--- src/rtl/uart_rx.sv ---
// UART receiver: 2-flop synchronized rxd, mid-bit sampling, optional parity and
// one/two stop bits, single-entry AXI-Stream output register with error pulses.
module uart_rx #(
    parameter int unsigned BAUD_PRESCALER = 12,
    parameter int unsigned PARITY         = 0,
    parameter int unsigned WORD_SIZE      = 8,
    parameter int unsigned STOP_BITS      = 0
) (
    input  logic                 aclk,
    input  logic                 aresetn,
    input  logic                 rxd,
    output logic                 rtsn,
    output logic [WORD_SIZE-1:0] m_axis_tdata,
    output logic                 m_axis_tvalid,
    input  logic                 m_axis_tready,
    output logic                 busy,
    output logic                 parity_err,
    output logic                 frame_err,
    output logic                 overrun_err,
    input  logic [15:0]          prescaler_config,
    input  logic [2:0]           parity_config,
    input  logic                 stop_bits_config
);

    localparam int unsigned CW = 16;
    localparam int unsigned BW = 4;

    typedef enum logic [2:0] {
        S_IDLE,
        S_START,
        S_DATA,
        S_PARITY,
        S_STOP,
        S_DONE
    } state_t;

    state_t               state_q;
    logic [1:0]           sync_q;
    logic                 rx_prev_q;
    logic [CW-1:0]        cnt_q;
    logic [BW-1:0]        bit_q;
    logic [WORD_SIZE-1:0] shift_q;
    logic [CW-1:0]        pscl_q;
    logic [2:0]           par_cfg_q;
    logic                 stop_cfg_q;
    logic                 par_pend_q;
    logic                 frm_pend_q;
    logic [WORD_SIZE-1:0] tdata_q;
    logic                 tvalid_q;
    logic                 rtsn_q;
    logic                 busy_q;
    logic                 perr_q;
    logic                 ferr_q;
    logic                 oerr_q;

    logic                 rx_s;
    logic [CW-1:0]        p_eff;
    logic [CW-1:0]        limit;
    logic                 tick;
    logic                 par_en;
    logic                 exp_par;
    logic                 drain;
    logic                 load;
    logic                 tvalid_d;

    assign rx_s = sync_q[1];

    // Bit timing, parity expectation and output-register handshake
    always_comb begin
        p_eff    = (pscl_q < CW'(2)) ? CW'(2) : pscl_q;
        limit    = (state_q == S_START) ? (p_eff >> 1) : p_eff;
        tick     = (cnt_q == CW'(limit - CW'(1)));
        par_en   = (par_cfg_q >= 3'd1) && (par_cfg_q <= 3'd4);
        exp_par  = 1'b0;
        case (par_cfg_q)
            3'd1:    exp_par = ^shift_q;
            3'd2:    exp_par = ~(^shift_q);
            3'd3:    exp_par = 1'b1;
            default: exp_par = 1'b0;
        endcase
        drain    = tvalid_q & m_axis_tready;
        load     = (state_q == S_DONE) && (!tvalid_q || drain);
        tvalid_d = load | (tvalid_q & ~m_axis_tready);
    end

    always_ff @(posedge aclk or negedge aresetn) begin
        if (!aresetn) begin
            state_q    <= S_IDLE;
            sync_q     <= 2'b11;
            rx_prev_q  <= 1'b1;
            cnt_q      <= '0;
            bit_q      <= '0;
            shift_q    <= '0;
            pscl_q     <= CW'(BAUD_PRESCALER);
            par_cfg_q  <= 3'(PARITY);
            stop_cfg_q <= 1'(STOP_BITS);
            par_pend_q <= 1'b0;
            frm_pend_q <= 1'b0;
            tdata_q    <= '0;
            tvalid_q   <= 1'b0;
            rtsn_q     <= 1'b0;
            busy_q     <= 1'b0;
            perr_q     <= 1'b0;
            ferr_q     <= 1'b0;
            oerr_q     <= 1'b0;
        end else begin
            sync_q    <= {sync_q[0], rxd};
            // Forcing "previous high" after DONE lets a start edge arriving in DONE still count
            rx_prev_q <= (state_q == S_DONE) ? 1'b1 : rx_s;
            tvalid_q  <= tvalid_d;
            rtsn_q    <= tvalid_d;
            perr_q    <= 1'b0;
            ferr_q    <= 1'b0;
            oerr_q    <= 1'b0;
            busy_q    <= 1'b1;

            case (state_q)
                S_IDLE: begin
                    pscl_q     <= prescaler_config;
                    par_cfg_q  <= parity_config;
                    stop_cfg_q <= stop_bits_config;
                    cnt_q      <= '0;
                    bit_q      <= '0;
                    par_pend_q <= 1'b0;
                    frm_pend_q <= 1'b0;
                    busy_q     <= !rx_s && rx_prev_q;
                    if (!rx_s && rx_prev_q) begin
                        state_q <= S_START;
                    end
                end
                S_START: begin
                    if (tick) begin
                        cnt_q   <= '0;
                        busy_q  <= !rx_s;
                        state_q <= rx_s ? S_IDLE : S_DATA;
                    end else begin
                        cnt_q <= cnt_q + CW'(1);
                    end
                end
                S_DATA: begin
                    if (tick) begin
                        cnt_q   <= '0;
                        shift_q <= {rx_s, shift_q[WORD_SIZE-1:1]};
                        if (bit_q == BW'(WORD_SIZE - 1)) begin
                            bit_q   <= '0;
                            state_q <= par_en ? S_PARITY : S_STOP;
                        end else begin
                            bit_q <= bit_q + BW'(1);
                        end
                    end else begin
                        cnt_q <= cnt_q + CW'(1);
                    end
                end
                S_PARITY: begin
                    if (tick) begin
                        cnt_q   <= '0;
                        state_q <= S_STOP;
                        if (rx_s != exp_par) begin
                            par_pend_q <= 1'b1;
                        end
                    end else begin
                        cnt_q <= cnt_q + CW'(1);
                    end
                end
                S_STOP: begin
                    if (tick) begin
                        cnt_q <= '0;
                        if (!rx_s) begin
                            frm_pend_q <= 1'b1;
                        end
                        if (bit_q == BW'(stop_cfg_q)) begin
                            state_q <= S_DONE;
                        end else begin
                            bit_q <= bit_q + BW'(1);
                        end
                    end else begin
                        cnt_q <= cnt_q + CW'(1);
                    end
                end
                S_DONE: begin
                    state_q <= S_IDLE;
                    busy_q  <= 1'b0;
                    perr_q  <= par_pend_q;
                    ferr_q  <= frm_pend_q;
                    oerr_q  <= !load;
                    if (load) begin
                        tdata_q <= shift_q;
                    end
                end
                default: begin
                    state_q <= S_IDLE;
                    busy_q  <= 1'b0;
                end
            endcase
        end
    end

    assign m_axis_tdata  = tdata_q;
    assign m_axis_tvalid = tvalid_q;
    assign rtsn          = rtsn_q;
    assign busy          = busy_q;
    assign parity_err    = perr_q;
    assign frame_err     = ferr_q;
    assign overrun_err   = oerr_q;

endmodule

--- config.mk ---
export PLATFORM = sky130hd
export DESIGN_NAME = uart_rx
export DESIGN_NICKNAME = d
export VERILOG_FILES = /design/src/rtl/uart_rx.sv
export SDC_FILE = /design/constraint.sdc
export NUM_CORES = 1
export LEC_CHECK = 0
export CORE_MARGIN = 2
export CORE_UTILIZATION = 45
export CTS_CLUSTER_DIAMETER = 100
export DETAILED_ROUTE_END_ITERATION = 6
export PLACE_DENSITY = 0.66
export SLEW_MARGIN = 30
export SYNTH_ARGS = -nofsm -noshare
export SYNTH_HDL_FRONTEND = slang
export SYNTH_SLANG_ARGS = --single-unit
--- constraint.sdc ---
create_clock -name aclk -period 5.87 [get_ports aclk]
set_input_delay 0.587 -clock aclk [delete_from_list [all_inputs] [get_ports aclk]]
set_output_delay 0.587 -clock aclk [all_outputs]
set_load 0.005 [all_outputs]
# Word-level counts from Yosys, hierarchy flattened

Index checks and enable logic that the tools add are counted.

Bits in registers: 69
Latch bits: 0
Memory bits (writable): 0
Bits in read-only memories: 0
Output and inout bits: 14
Logic and storage cells: 103
Memories: 0

$add $sub $neg: 3
Multiply operators: 0
Divide/modulo/power cells: 0
Magnitude comparators: 3
Eq/ne operators: 22
Shifts and indexed selects: 0
Multiplexer cells: 32
Bitwise operators: 5
Reductions and logical operators: 21

Operator list:

| operator                                             | number |
|---|---|
| 2-to-1 mux 16 bit                                    | 3 |
| case mux 16 bit (2 select lines)                     | 1 |
| 2-to-1 mux 3 bit                                     | 8 |
| inequality test 2 bit (second input constant)        | 10 |
| adder 16 x 1 -> 16 bit (second input constant)       | 1 |
| equality test 16 bit                                 | 1 |
| < comparator 16 x 2 -> 1 bit (second input constant) | 1 |
| 2-to-1 mux 4 bit                                     | 4 |
| subtractor 16 x 1 -> 16 bit (second input constant)  | 1 |
| case mux 3 bit (5 select lines)                      | 1 |
| equality test 3 x 2 -> 1 bit (second input constant) | 4 |
| case mux 4 bit (3 select lines)                      | 1 |
| 2-to-1 mux 1 bit                                     | 9 |
| XOR reduction 8 bit                                  | 1 |
| AND reduction 7 bit                                  | 1 |
| equality test 3 x 1 -> 1 bit (second input constant) | 2 |
| equality test 3 bit (second input constant)          | 2 |
| case mux 1 bit (3 select lines)                      | 2 |
| AND reduction 3 bit                                  | 2 |
| nonzero test 2 bit                                   | 3 |
| adder 4 x 1 -> 4 bit (second input constant)         | 1 |
| equality test 4 x 1 -> 1 bit                         | 1 |
| equality test 4 x 3 -> 1 bit (second input constant) | 1 |
| case mux 1 bit (2 select lines)                      | 2 |
| 16 further kinds                                     | 23 |

# Longest topological paths before layout

Depth after elaboration: 7
Mapped depth: 19
Gate-level depth less buffers: 14

# Least setup slack after synthesis

OpenSTA, ideal clock, no wires.

Path type: reg-to-reg
Start: reg pscl_q[12]
End: reg cnt_q[6]
Setup time: 140 ps
Arrival: 4340 ps
Slack: 1390 ps
Stages on the path, launching flop included: 18
Buffers on the path: 3
Clock period less this slack: 4480 ps
Cell sequence: dfrtp_1 > buf_2 > nor4_1 > nand4_1 > xnor2_1 > o22ai_1 > ha_1 > or4b_1 > or4_1 > o311ai_2 > and3_1 > o2111ai_1 > nor4_4 > a211oi_2 > buf_4 > buf_4 > a21oi_1 > a31oi_1

Word-level cells in the longest chain between the ends: 7

Ends and longest elaborated chain:

| item                               | RTL line | text |
|---|---|---|
| start, declared                    | 43       | `logic [CW-1:0] pscl_q;` |
| start signal, assigned             | 94       | `pscl_q <= CW'(BAUD_PRESCALER);` |
| start signal, assigned             | 119      | `pscl_q <= prescaler_config;` |
| < comparator 16 x 2 -> 1 bit       | 70       | `p_eff = (pscl_q < CW'(2)) ? CW'(2) : pscl_q;` |
| 2-to-1 mux 16 bit *                | 70       |  |
| 2-to-1 mux 16 bit *                | 71       | `limit = (state_q == S_START) ? (p_eff >> 1) : p_eff;` |
| subtractor 16 x 1 -> 16 bit *      | 72       | `tick = (cnt_q == CW'(limit - CW'(1)));` |
| equality test 16 bit *             | 72       |  |
| 2-to-1 mux 16 bit *                | --       |  |
| case mux 16 bit (2 select lines) * | 117      | `case (state_q)` |
| end signal, assigned               | 137      | `cnt_q <= cnt_q + CW'(1);` |
| end signal, assigned               | 151      | `cnt_q <= cnt_q + CW'(1);` |
| end signal, assigned               | 162      | `cnt_q <= cnt_q + CW'(1);` |
| end, declared                      | 40       | `logic [CW-1:0] cnt_q;` |

Mark *: on every way between the ends. The rest lies on a longest branch, timed or not.
A chain may end at the register's enable or synchronous reset.

# Worst setup path in the final report

Start: reg pscl_q[4]
End: reg state_q[1]

Word-level cells in the longest chain between the ends: 7

Ends and longest elaborated chain:

| item                            | RTL line | text |
|---|---|---|
| < comparator 16 x 2 -> 1 bit    | 70       |  |
| 2-to-1 mux 16 bit *             | 70       |  |
| 2-to-1 mux 16 bit *             | 71       |  |
| subtractor 16 x 1 -> 16 bit *   | 72       |  |
| equality test 16 bit *          | 72       |  |
| inequality test 2 bit (no line) | --       |  |
| AND reduction 7 bit (no line) * | --       |  |
| end signal, assigned            | 135      | `state_q <= rx_s ? S_IDLE : S_DATA;` |
| end signal, assigned            | 146      | `state_q <= par_en ? S_PARITY : S_STOP;` |
| end, declared                   | 37       | `state_t state_q;` |

Marks and branches as above.

==> impl_metrics.env <==
export IMPL_finalCriticalPeriod_ns=4.87
export IMPL_clk_pin_slew_ns=0.08
export IMPL_synth_top_area_share_pct=37.6
export IMPL_grt_overflow_total=0
export IMPL_required_ns=6.11
export IMPL_synth_seq_area_share_pct=40.7
export IMPL_gr_usage_all_layers_pct=20.5
export IMPL_worst_pin_slew_ns=0.848
export IMPL_synth_cells=472
export IMPL_yosys_warnings=0
export IMPL_switching_share_pct=42.7
export IMPL_outcome="finished clean"
export IMPL_synth_async_sr_flop_share_pct=100
export IMPL_antenna_cells=0
export IMPL_clock_skew_ns=0.00997
export IMPL_post_cts_buffers=0
export IMPL_clk_latency_ns=0.36
export IMPL_maxCapViolCount=0
export IMPL_slew_headroom_pct=43.5
export IMPL_drt_vias_per_instance=5.81
export IMPL_synth_top_family_by_area="simple AND/OR/NAND/NOR gates"
export IMPL_path_class="register to register"
export IMPL_ant_nets=0
export IMPL_path_buf_inv=1
export IMPL_intPower_w=0.00117
export IMPL_placementRows=35
export IMPL_muxShareOfSynthArea_pct=6.12
export IMPL_port_buffers=37
export IMPL_synth_seq_cells=69
export IMPL_fin_area_um2=4890
export IMPL_ys_types=68
export IMPL_worstSetupEndpointType="register"
export IMPL_clockPowerShare_pct=21.4
export IMPL_grt_pass1_vias=3402
export IMPL_cts_buffers=9
export IMPL_slowest_stage="or4b_1"
export IMPL_dpl_hpwl_um=7040
export IMPL_fill_cells=861
export IMPL_worstPathArrival_ns=5.12
export IMPL_placed_cell_area_um2=4660
export IMPL_synth_area_leaders="dfrtp_1 (38%), nand2_1 (7.2%), xnor2_1 (4.5%)"
export IMPL_peakVddDrop_v=0.000181
export IMPL_post_route_period_util_pct=83.0
export IMPL_initial_utilization_pct=46.3
export IMPL_cts_tree="yes"
export IMPL_synth_edf_count=0
export IMPL_r2r_slack_ns=1.0
export IMPL_drt_iter0_drc=218
export IMPL_clock_sinks=69
export IMPL_synth_compound_area_share_pct=16.1
export IMPL_grt_max_degree=70
export IMPL_die_h_um=101
export IMPL_critPathTopFamily="simple AND/OR/NAND/NOR gates"
export IMPL_drive_gt1_share_pct=11.1
export IMPL_synthAdderAreaFrac_pct=0.882
export IMPL_antenna_found_initial=0
export IMPL_drv_slew=0
export IMPL_yosys_cell_count_top_type="nand2_1"
export IMPL_combPwrFrac_pct=42.9
export IMPL_critPathMaxStageDelay_ns=0.51
export IMPL_final_hold_viol_count=0
export IMPL_coreArea_um2=9200
export IMPL_cts_hold_buf=0
export IMPL_ctsResizeCount=0
export IMPL_die_area_um2=10300
export IMPL_p_leak_nw=2.16
export IMPL_power_density_nw_per_um2=418
export IMPL_syn_area_per_cell_um2=9.02
export IMPL_synth_top_cell_by_area="dfrtp_1"
export IMPL_synth_common_cells="nand2_1 (82), dfrtp_1 (64), clkbuf_1 (27)"
export IMPL_first_pass_iters=4
export IMPL_wire_per_inst_um=16.5
export IMPL_crit_path_cell_trace="nor4_1, nand4_1, xnor2_1, o22ai_1, ha_1, or4b_1, or4_1, o311ai_2, and3_1, o2111ai_1, nor4_4, a211oi_2, buf_4, nand2b_1, o32a_1"
export IMPL_place_worst_setup_slack_ns=0.998
export IMPL_syn_nets=499
export IMPL_h_tree_depth=3
export IMPL_synth_xor_area_share_pct=6.79
export IMPL_crit_fanout=31
export IMPL_start_kind="register"
export IMPL_gp_congestion=0.869
export IMPL_mappedNetlistArea_um2=4260
export IMPL_fin_ws_ns=0.999
export IMPL_rsz0062_at_grt="no"
export IMPL_vias=3514
export IMPL_setup_tns_ns=0
export IMPL_synthSimpleGateAreaFrac_pct=24.7
export IMPL_p_sw_w=0.000872
export IMPL_hold_path_class="input pin to async pin"
export IMPL_finalSetupViolations=0
export IMPL_grt_first_pass_wirelength_um=16600
export IMPL_seqPwrFrac_pct=35.8
export IMPL_hold_ws_ns=0.310
export IMPL_ios=38
export IMPL_cts_buffer_depth=2
export IMPL_synthFlopType="dfrtp_1"
export IMPL_nets=516
export IMPL_root_buffer="clkbuf_8"
export IMPL_syn_to_final_growth_pct=14.9
export IMPL_dieWidth_um=101
export IMPL_drcViolationCount=0
export IMPL_max_freq_mhz=205
export IMPL_wirelength_um=9960
## path summary, 6_finish.rpt
kind / from / to / cells past startpoint
min in group aclk: sync_q[0]$_DFF_PN1_ / sync_q[1]$_DFF_PN1_ / 0
max reg2reg: pscl_q[4]$_DFFE_PN0P_ / state_q[1]$_DFFE_PN0P_ / 15
max in group asynchronous: aresetn / pscl_q[9]$_DFFE_PN0P_ / 2
min reg2reg: sync_q[0]$_DFF_PN1_ / sync_q[1]$_DFF_PN1_ / 0
max: pscl_q[4]$_DFFE_PN0P_ / state_q[1]$_DFFE_PN0P_ / 15
min: aresetn / cnt_q[11]$_DFFE_PN0P_ / 2
## state kept, by name, indices dropped and copies added (netlist names), 2 cells and up
register / cells
bit_q: 4
m_axis_tdata: 8
sync_q: 2
shift_q: 8
cnt_q: 16
par_cfg_q: 3
pscl_q: 16
state_q: 3
## metrics by stage
stage	utilization [%]	power [W]	cells
detailed placement	50.7	0.00161	589
finish	53.2	0.00204	605
global placement	50.7	0.00159	589
CTS	53.1	0.00206	605
global route	53.2	0.00220	605
floorplan	-	0.00139	472
## cell usage in the layout (no fill, tap or decap), types with 13 or more instances in the layout
| cell | netlist | layout |
|---|---|---|
| clkdlybuf4s50_1 | 0 | 36 |
| nand2b_1 | 15 | 15 |
| a31oi_1 | 15 | 15 |
| nor2_1 | 19 | 19 |
| nand3_1 | 13 | 13 |
| nand2_1 | 82 | 82 |
| dfrtp_1 | 64 | 64 |
| and3_1 | 13 | 13 |
| a21oi_1 | 21 | 21 |
| xnor2_1 | 22 | 22 |
## cell type report
type,instances,area [µm²],share of cell area (%)
clock buffers,9,124,2.53
clock inverters,7,98.8,2.02
inverters,7,26.3,0.537
multi-input cells,356,2330,47.7
flip-flops and latches,69,1730,35.4
well taps,111,139,2.84
repair buffers,46,437,8.93
## layer usage
metal	vias to the layer above	share of wire [%]	track usage (%)
met5	-	0	0
met4	0	1.5	6.44
met3	18	3.7	4.42
met2	71	50	34.1
met1	1690	45	26.9
li1	1735	-	-
## power by group through the flow
stage / Clock [W] / Sequential [W] / Combinational (W)
6_report: 0.000437 / 0.000731 / 0.000876
5_1_grt: 0.000471 / 0.000753 / 0.000978
4_1_cts: 0.000450 / 0.000727 / 0.000883
2_1_floorplan: 0 / 0.000633 / 0.000759
3_3_place_gp: 0 / 0.000732 / 0.000863
3_5_place_dp: 0 / 0.000737 / 0.000872
## logic make-up after synthesis
| kind of cell | Yosys count |
|---|---|
| fa+ha+maj | 3 |
| xor+xnor | 33 |
| simple gates | 198 |
| flops | 69 |
| mux | 24 |
| compound gates | 98 |
| buf+inv | 47 |
Note: power is estimated with default switching activity, not from simulation.
